File: src/rtl/sdram_arbiter.sv
// rtl/sdram_arbiter.sv - two-master round-robin arbiter for the Avalon-MM SDRAM controller slave port
//
// Master 0 (vector load/store) and master 1 (buffer/DMA) share one slave.
// The grant is held for up to BURST_MAX accepted transfers. Reads are
// tagged with the issuing master in a small ID FIFO so each readdatavalid
// is routed back to its owner.
//
// Build option: define SDR_ARB_FIXED_PRIO_EN to make master 0 always win
// arbitration in IDLE instead of alternating with master 1.
module sdram_arbiter #(
  parameter int ADDR_W    = 25,
  parameter int DATA_W    = 16,
  parameter int BURST_MAX = 16,
  parameter int RD_DEPTH  = 8
) (
  input  logic                clk_i,
  input  logic                reset_i,
  // master 0
  input  logic [ADDR_W-1:0]   m0_address_i,
  input  logic [DATA_W/8-1:0] m0_byteenable_n_i,
  input  logic                m0_chipselect_i,
  input  logic                m0_read_n_i,
  input  logic                m0_write_n_i,
  input  logic [DATA_W-1:0]   m0_writedata_i,
  output logic [DATA_W-1:0]   m0_readdata_o,
  output logic                m0_readdatavalid_o,
  output logic                m0_waitrequest_o,
  // master 1
  input  logic [ADDR_W-1:0]   m1_address_i,
  input  logic [DATA_W/8-1:0] m1_byteenable_n_i,
  input  logic                m1_chipselect_i,
  input  logic                m1_read_n_i,
  input  logic                m1_write_n_i,
  input  logic [DATA_W-1:0]   m1_writedata_i,
  output logic [DATA_W-1:0]   m1_readdata_o,
  output logic                m1_readdatavalid_o,
  output logic                m1_waitrequest_o,
  // SDRAM controller slave port
  output logic [ADDR_W-1:0]   sdr_slave_address_o,
  output logic [DATA_W/8-1:0] sdr_slave_byteenable_n_o,
  output logic                sdr_slave_chipselect_o,
  output logic [DATA_W-1:0]   sdr_slave_writedata_o,
  output logic                sdr_slave_read_n_o,
  output logic                sdr_slave_write_n_o,
  input  logic [DATA_W-1:0]   sdr_slave_readdata_i,
  input  logic                sdr_slave_readdatavalid_i,
  input  logic                sdr_slave_waitrequest_i,
  // sticky: a read return arrived with no outstanding read recorded
  output logic                err_orphan_o
);

  localparam int BE_W  = DATA_W / 8;
  localparam int CNT_W = $clog2(BURST_MAX + 1);
  localparam int PTR_W = (RD_DEPTH > 1) ? $clog2(RD_DEPTH) : 1;
  localparam logic [CNT_W-1:0] BURST_LAST = CNT_W'(BURST_MAX - 1);
  localparam logic [PTR_W:0]   FIFO_FULL  = (PTR_W + 1)'(RD_DEPTH);

  typedef enum logic [1:0] {
    IDLE = 2'd0,
    GNT0 = 2'd1,
    GNT1 = 2'd2
  } state_e;

  state_e           state_q, state_d;
  logic             gnt_last_q, gnt_last_d;
  logic [CNT_W-1:0] burst_cnt_q, burst_cnt_d;
  logic [PTR_W-1:0] wr_ptr_q, wr_ptr_d;
  logic [PTR_W-1:0] rd_ptr_q, rd_ptr_d;
  logic [PTR_W:0]   count_q, count_d;
  logic             err_orphan_q, err_orphan_d;
  logic             id_mem_q [RD_DEPTH];

  logic req0, req1, rd0, rd1;
  logic win;
  logic gnt, sel;
  logic s_req, s_rd;
  logic fifo_full, fifo_empty;
  logic block, accept, push, pop, head;

  assign req0 = m0_chipselect_i & (~m0_read_n_i | ~m0_write_n_i);
  assign req1 = m1_chipselect_i & (~m1_read_n_i | ~m1_write_n_i);
  assign rd0  = req0 & ~m0_read_n_i;
  assign rd1  = req1 & ~m1_read_n_i;

`ifdef SDR_ARB_FIXED_PRIO_EN
  // Master 0 wins whenever it asks; gnt_last is kept but not consulted.
  assign win = req0 ? 1'b0 : 1'b1;
`else
  // On a tie the master that did not hold the last grant wins.
  assign win = (req0 & req1) ? ~gnt_last_q : req1;
`endif

  assign gnt   = (state_q == GNT0) || (state_q == GNT1);
  assign sel   = (state_q == GNT1);
  assign s_req = sel ? req1 : req0;
  assign s_rd  = sel ? rd1 : rd0;

  assign fifo_full  = (count_q == FIFO_FULL);
  assign fifo_empty = (count_q == '0);

  // A granted read is held off while no ID slot is free (pre-pop count).
  assign block  = gnt & s_rd & fifo_full;
  assign accept = gnt & s_req & ~block & ~sdr_slave_waitrequest_i;
  assign push   = accept & s_rd;
  assign pop    = sdr_slave_readdatavalid_i & ~fifo_empty;
  assign head   = id_mem_q[rd_ptr_q];

  assign m0_readdata_o      = sdr_slave_readdata_i;
  assign m1_readdata_o      = sdr_slave_readdata_i;
  assign m0_readdatavalid_o = pop & ~head;
  assign m1_readdatavalid_o = pop & head;
  assign err_orphan_o       = err_orphan_q;

  // Slave port mux: granted master passes through, otherwise idle bus.
  always_comb begin
    sdr_slave_address_o      = '0;
    sdr_slave_byteenable_n_o = {BE_W{1'b1}};
    sdr_slave_chipselect_o   = 1'b0;
    sdr_slave_writedata_o    = '0;
    sdr_slave_read_n_o       = 1'b1;
    sdr_slave_write_n_o      = 1'b1;
    m0_waitrequest_o         = 1'b1;
    m1_waitrequest_o         = 1'b1;
    if (gnt) begin
      sdr_slave_address_o      = sel ? m1_address_i      : m0_address_i;
      sdr_slave_byteenable_n_o = sel ? m1_byteenable_n_i : m0_byteenable_n_i;
      sdr_slave_writedata_o    = sel ? m1_writedata_i    : m0_writedata_i;
      sdr_slave_chipselect_o   = (sel ? m1_chipselect_i : m0_chipselect_i) & ~block;
      sdr_slave_read_n_o       = (sel ? m1_read_n_i     : m0_read_n_i) | block;
      sdr_slave_write_n_o      = (sel ? m1_write_n_i    : m0_write_n_i) | block;
      if (sel) m1_waitrequest_o = sdr_slave_waitrequest_i | block;
      else     m0_waitrequest_o = sdr_slave_waitrequest_i | block;
    end
  end

  // Grant FSM: arbitrate in IDLE, leave a grant when the owner stops
  // requesting or its burst allowance is used up.
  always_comb begin
    state_d     = state_q;
    gnt_last_d  = gnt_last_q;
    burst_cnt_d = burst_cnt_q;
    case (state_q)
      IDLE: begin
        if (req0 | req1) begin
          state_d     = win ? GNT1 : GNT0;
          gnt_last_d  = win;
          burst_cnt_d = '0;
        end
      end
      GNT0, GNT1: begin
        if (accept) burst_cnt_d = burst_cnt_q + CNT_W'(1);
        if (!s_req || (accept && burst_cnt_q == BURST_LAST)) state_d = IDLE;
      end
      default: state_d = IDLE;
    endcase
  end

  // ID FIFO bookkeeping and orphan detection.
  always_comb begin
    wr_ptr_d     = wr_ptr_q;
    rd_ptr_d     = rd_ptr_q;
    count_d      = count_q;
    err_orphan_d = err_orphan_q | (sdr_slave_readdatavalid_i & fifo_empty);
    if (push) wr_ptr_d = wr_ptr_q + PTR_W'(1);
    if (pop)  rd_ptr_d = rd_ptr_q + PTR_W'(1);
    case ({push, pop})
      2'b10:   count_d = count_q + (PTR_W + 1)'(1);
      2'b01:   count_d = count_q - (PTR_W + 1)'(1);
      default: count_d = count_q;
    endcase
  end

  // State registers; gnt_last resets to 1 so master 0 wins the first tie.
  always_ff @(posedge clk_i or posedge reset_i) begin
    if (reset_i) begin
      state_q      <= IDLE;
      gnt_last_q   <= 1'b1;
      burst_cnt_q  <= '0;
      wr_ptr_q     <= '0;
      rd_ptr_q     <= '0;
      count_q      <= '0;
      err_orphan_q <= 1'b0;
    end else begin
      state_q      <= state_d;
      gnt_last_q   <= gnt_last_d;
      burst_cnt_q  <= burst_cnt_d;
      wr_ptr_q     <= wr_ptr_d;
      rd_ptr_q     <= rd_ptr_d;
      count_q      <= count_d;
      err_orphan_q <= err_orphan_d;
    end
  end

  // ID storage; contents are don't-care while the count says empty.
  always_ff @(posedge clk_i) begin
    if (push) id_mem_q[wr_ptr_q] <= sel;
  end

endmodule

File: config.mk
export PLATFORM = sky130hd
export DESIGN_NAME = sdram_arbiter
export DESIGN_NICKNAME = d
export VERILOG_FILES = /design/src/rtl/sdram_arbiter.sv
export SDC_FILE = /design/constraint.sdc
export NUM_CORES = 1
export LEC_CHECK = 0
export CAP_MARGIN = 20
export CORE_ASPECT_RATIO = 0.75
export CORE_MARGIN = 5
export CORE_UTILIZATION = 34
export DETAILED_ROUTE_END_ITERATION = 16
export GPL_ROUTABILITY_DRIVEN = 0
export PLACE_DENSITY_LB_ADDON = 0.25
export SKIP_CTS_REPAIR_TIMING = 1
export SLEW_MARGIN = 30
export SYNTH_ARGS = -nofsm -noshare
export SYNTH_HDL_FRONTEND = slang
export SYNTH_SLANG_ARGS = --single-unit
File: constraint.sdc
create_clock -name clk_i -period 3.31 [get_ports clk_i]
set_input_delay 0.331 -clock clk_i [delete_from_list [all_inputs] [get_ports clk_i]]
set_output_delay 0.331 -clock clk_i [all_outputs]
set_load 0.02 [all_outputs]
# ---- Word-level counts from Yosys, hierarchy flattened
# Memory sizes are Yosys's and may differ from the RTL's.
# Index checks and enable logic that the tools add are counted.
dict set report totals {
  regBits 19
  word_cells 95
  inputBits 112
  ramBits 8
  memories 1
}
# name depth width read_ports rd_clocked_by_memory_dff write_ports line_no
set memory_table {}
lappend memory_table {id_mem_q 8 1 1 0 1 71} ;# logic id_mem_q [RD_DEPTH];
dict set report op_classes {
  n_eq_ne 9
  bitwise 32
  reduce_logical 12
  mux 29
  n_addsub 5
}
# cell n
set op_table {}
lappend op_table {{two-way mux 25 bit} 2}
lappend op_table {{two-way mux 16 bit} 2}
lappend op_table {{AND 1 bit} 16}
lappend op_table {{two-way mux 1 bit} 15}
lappend op_table {{two-way mux 2 bit} 5}
lappend op_table {{two-way mux 5 bit} 2}
lappend op_table {{one-hot mux 5 bit (2 select lines)} 1}
lappend op_table {{inverter 1 bit} 9}
lappend op_table {{one-hot mux 4 bit (2 select lines)} 1}
lappend op_table {{OR 1 bit} 7}
lappend op_table {{adder 3 x 1 -> 3 bit, second input constant} 2}
lappend op_table {{inequality test 2 bit, second input constant} 3}
lappend op_table {{adder 5 x 1 -> 5 bit, second input constant} 1}
lappend op_table {{== test 5 x 4 -> 1 bit, second input constant} 1}
lappend op_table {{adder 4 x 1 -> 4 bit, second input constant} 1}
lappend op_table {{== test 2 x 1 -> 1 bit, second input constant} 2}
lappend op_table {{== test 2 bit, second input constant} 2}
lappend op_table {{== test 4 bit, second input constant} 1}
lappend op_table {{zero test 4 bit} 1}
lappend op_table {{one-hot mux 2 bit (2 select lines)} 1}
lappend op_table {{AND reduction 2 bit} 2}
lappend op_table {{nonzero test 2 bit} 2}
lappend op_table {{subtractor 4 x 1 -> 4 bit, second input constant} 1}
lappend op_table {{AND reduction 3 bit} 1}
lappend op_table {{other kinds (5)} 6}

# ---- Depth between registers and ports, before layout
dict set report logic_depth {
  ltp_word 14
  depth_mapped 15
  ltp_nobuf 13
}

# ---- Least setup slack after synthesis
# No wires, ideal clock.
dict set report synth_timing {
  path_type {register -> register}
  start {register state_q[0]}
  end {register count_q[2]}
  setup_slack_ns 0.374
  path_stages_with_launch 16
  t_arrival_ns 2.811
  path_cell_list {dfrtp_1 -> inv_1 -> ha_1 -> buf_6 -> or3b_4 -> a2bb2oi_1 -> and3_1 -> buf_2 -> inv_1 -> ha_1 -> xor2_1 -> ha_1 -> a21oi_1 -> xor2_1 -> nor2_1 -> xor2_1}
}
dict set report synth_via {
  elab_chain_cells 10
  word_cells_on_any_way 16
  classes_between {eq/ne (4); mux (3); bitwise (7); reduce/logical (2)}
}
# item line_no
set synth_rtl {}
lappend synth_rtl {{from (decl)} 64} ;# state_e state_q, state_d;
lappend synth_rtl {{from (signal assigned)} 184} ;# state_q <= state_d;
lappend synth_rtl {{== test 2 bit *} 94} ;# assign sel = (state_q == GNT1);
lappend synth_rtl {{named net sel} 75} ;# logic gnt, sel;
lappend synth_rtl {{two-way mux 1 bit / logical OR 1 bit (equally long branches)} {96, 93}}
lappend synth_rtl {{AND 1 bit (2 in a row)} 102} ;# assign block = gnt & s_rd & fifo_full;
lappend synth_rtl {{inverter 1 bit} 103} ;# assign accept = gnt & s_req & ~block & ~sdr_slave_waitrequest_i;
lappend synth_rtl {{AND 1 bit (2 in a row)} 103}
lappend synth_rtl {{AND 1 bit *} 104} ;# assign push = accept & s_rd;
lappend synth_rtl {{== test 2 x 1 -> 1 bit / == test 2 bit (equally long branches)} 166} ;# case ({push, pop})
lappend synth_rtl {{one-hot mux 4 bit (2 select lines) / nonzero test 2 bit (equally long branches)} -}
lappend synth_rtl {{to (signal assigned)} 189} ;# count_q <= count_d;
lappend synth_rtl {{to (decl)} 69} ;# logic [PTR_W:0] count_q, count_d;
# The timed path passes the listed nets; every way through them passes the cells marked *.
# A chain may end at the register's enable or synchronous reset.

# ---- Worst setup path after layout
dict set report layout_timing {
  start {register state_q[0]}
  end {output m0_waitrequest_o}
}
dict set report layout_via {
  elab_chain_cells 7
  word_cells_on_any_way 9
  classes_between {eq/ne (2); mux (3); bitwise (3); reduce/logical (1)}
}
# item line_no
set layout_rtl {}
lappend layout_rtl {{== test 2 bit *} 94}
lappend layout_rtl {{named net sel} 75}
lappend layout_rtl {{two-way mux 1 bit / logical OR 1 bit (equally long branches)} {96, 93}}
lappend layout_rtl {{AND 1 bit (2 in a row)} 102}
lappend layout_rtl {{OR 1 bit} 132} ;# else m0_waitrequest_o = sdr_slave_waitrequest_i | block;
lappend layout_rtl {{two-way mux 1 bit} 131} ;# if (sel) m1_waitrequest_o = sdr_slave_waitrequest_i | block;
lappend layout_rtl {{two-way mux 1 bit *} 124} ;# if (gnt) begin
lappend layout_rtl {{to (decl)} 27} ;# output logic m0_waitrequest_o,
# Marked as above.

==> impl_metrics.yaml <==
min_path:
  hold_class: "flip-flop to flip-flop"
  holdCritStartpoint: "burst_cnt_q[3]"
  min_to: "burst_cnt_q[3]"
  hold_path_depth: 1
synthesis:
  async_flop_share_pct: 70.4
  yosys_warnings: 0
  seq_area_frac_synth_pct: 28.0
  synthesis.area_mm2: 0.00256
  syn_inst: 285
  avgSynthCellArea_um2: 8.97
  synth_ff_type: "dfrtp_1"
  synth-edff-count: 8
  synth_fp_nets: 406
  synth_seq_cells: 27
  synth_cell_types: 54
power:
  clock_power_share_pct: 6.2
  p_leak_nw: 1.54
  switching_share_pct: 47.0
  ir_drop_uv: 412
  internal_power_mw: 1.62
  power_switching_mw: 1.43
  power.total_mw: 3.05
  p_comb_share_pct: 74.3
  p_per_area_mw_per_mm2: 772
  seq_power_share_pct: 19.5
setup_path:
  crit_type: "flip-flop to primary output"
  reg2reg_slack_ps: 460
  path_max_fanout: 11
  start_kind: "flip-flop"
  endpoint_kind: "primary output"
  critical_path.reg2reg.startpoint: "state_q[1]"
  reg2reg_depth: 13
  crit_arrival_ps: 2580
  r2r-end: "count_q[2]"
  required_ps: 2980
clock_network:
  cts_tree: "done"
  root_buffer: "clkbuf_8"
  clock_path_buffers: 2
  clk_pin_slew_ps: 90
  h-tree-depth: 1
  clock_sinks: 27
  numCtsBuffers: 3
  clk-insertion-delay-late_ps: 270
layout:
  drive_gt1_share_pct: 6.53
  fill_cells: 675
  post-route-util_pct: 54.0
  insertedDiodeCount: 0
  syn2layout_area_growth_pct: 54.8
  num-nets-final: 520
  stdcell_area_mm2: 0.00396
route:
  wl_um: 8420
  drt-pass1-iter-count: 4
  route.detailed.wl_per_inst_um: 16.9
  via_per_inst: 4.88
  post-route-drc-count: 0
  drt_iter0_markers: 158
  drtAntennaViolNets: 0
  route.vias.total: 2437
flow_run:
  maxCapViolations: 0
floorplanning:
  die_area_mm2: 0.00937
  core_mm2: 0.00733
  start_util_pct: 34.9
  die_h_um: 85.1
  io_pins: 195
  row_count: 27
  die_w_um: 110
global_route:
  overflow: 0
  antenna_found_initial: 0
  grt_pass1_vias: 2440
  grt_max_degree: 44
  gr-usage-all-layers_pct: 17.4
  grt_pass1_wl_um: 12800
timing:
  rsz0062_at_grt: "false"
  setup_viol: 0
  fin_crit_sh_pct: 88.1
  tns_ps: 0
  maxSlewHeadroom_pct: 48.6
  final-hold-violation-count: 0
  slew_violations: 0
  fin_crit_ps: 2920
  max_slew.worst_pin.slew_ps: 770
  fin_ws_ps: 394
  clock.fmax_ghz: 0.343
  fin_skew_ps: 1.78
placed_design:
  dpl_cell_area_mm2: 0.00391
  io_buffers: 146
  hpwlAfterDp_um: 6950
  pre_cts_slack_ps: 361
run_status:
  outcome: "complete, no violations"
-- layout by cell type, fill, tap and decap left out, types with 4 or more instances in the layout --
cell	instances
clkdlybuf4s50_1	146
nor2_1	49
mux2i_1	46
nand2_1	20
dfrtp_1	18
buf_4	9
ha_1	8
edfxtp_1	8
inv_1	7
xor2_1	5
o21ai_0	5
a31oi_1	4
xnor2_1	4
-- critical path: stages, from the launching register on --
cell and delay [ps]:
dfrtp_1 400, inv_1 90, ha_2 200, buf_4 200, nand3b_1 180, a211o_1 400
nand2_1 120, or3_1 110, clkdlybuf4s50_1 610
-- worst max path at each step --
stage | startpoint | end | slack (ps)
floorplan | state_q[0] | count_q[2] | 370
global placement | m0_chipselect_i | count_q[2] | 430
detailed placement | m0_chipselect_i | count_q[2] | 360
CTS | state_q[0] | sdr_slave_writedata_o[12] | 360
global route | state_q[1] | count_q[2] | 230
finish | state_q[0] | m0_waitrequest_o | 390
-- state kept, by name (all words and copies together), names as in the netlist --
signal	flops
burst_cnt_q	5
count_q	4
err_orphan_o	1
gnt_last_q	1
id_mem_q	8
rd_ptr_q	3
state_q	2
wr_ptr_q	3
-- cell usage after synthesis, drive strengths merged, types with 2 or more instances --
cell type  count  share of area, %
a21boi         2              0.59
a21o           2              0.59
a21oi          3              0.59
a221o          2              0.78
a2bb2oi        2              0.69
a31oi          4              0.98
and3           3              0.73
and3b          2              0.69
and4b          3               1.2
and4bb         2              0.98
buf           37                11
clkbuf         9               1.4
dfrtp         18                18
edfxtp         8               9.4
ha             9               4.4
inv            7               1.0
mux2           2              0.88
mux2i         46                18
mux4           2               1.8
nand2         20               2.9
nand2b         3              0.73
nand3          2              0.39
nand3b         3              0.88
nand4          2              0.49
nor2          49               7.2
nor2b          3              0.73
nor3b          2              0.59
o2111ai        2              0.69
o21ai          5              0.98
o311ai         2              0.69
o31ai          2              0.59
or3            2              0.69
xnor2          4               1.4
xor2           5               1.7
-- power groups by stage --
stage	clock, mW	combinational [mW]	sequential [mW]
floorplan	0	1.42	0.560
global placement	0	2.26	0.600
detailed placement	0	2.28	0.601
CTS	0.196	2.29	0.593
global route	0.209	2.44	0.614
finish	0.191	2.27	0.595
-- through the flow --
stage / hold slack (ps) / cells
3_5_place_dp: 472 / 495
4_1_cts: 486 / 499
5_1_grt: 498 / 499
3_3_place_gp: 477 / 495
2_1_floorplan: 281 / 285
6_report: 480 / 499
-- layer usage --
layer | GRT usage [%] | vias to the layer above | share of wire (%)
met4 | 3.13 | 0 | 1.3
met2 | 29.7 | 99 | 50
met1 | 21.0 | 1118 | 40
met3 | 6.62 | 11 | 8.8
met5 | 0 | - | 0
li1 | - | 1209 | -
-- cell families after synthesis --
kind of cell / count (synthesis) / share of synthesized area, %
compound gates: 35 / 10.8
simple gates: 101 / 19.9
fa+ha+maj: 9 / 4.41
buf+inv: 54 / 13.2
mux: 50 / 20.7
xor+xnor: 9 / 3.08
flops: 27 / 28.0
-- layout make-up --
class / count / area (um^2) / share of cell area, %
well taps: 101 / 126 / 3.19
clock inverters: 1 / 7.51 / 0.190
flip-flops and latches: 27 / 717 / 18.1
repair buffers: 155 / 1530 / 38.6
inverters: 8 / 30.0 / 0.759
multi-input cells: 204 / 1510 / 38.0
clock buffers: 3 / 41.3 / 1.04
Note: power is estimated with default switching activity, not from simulation.
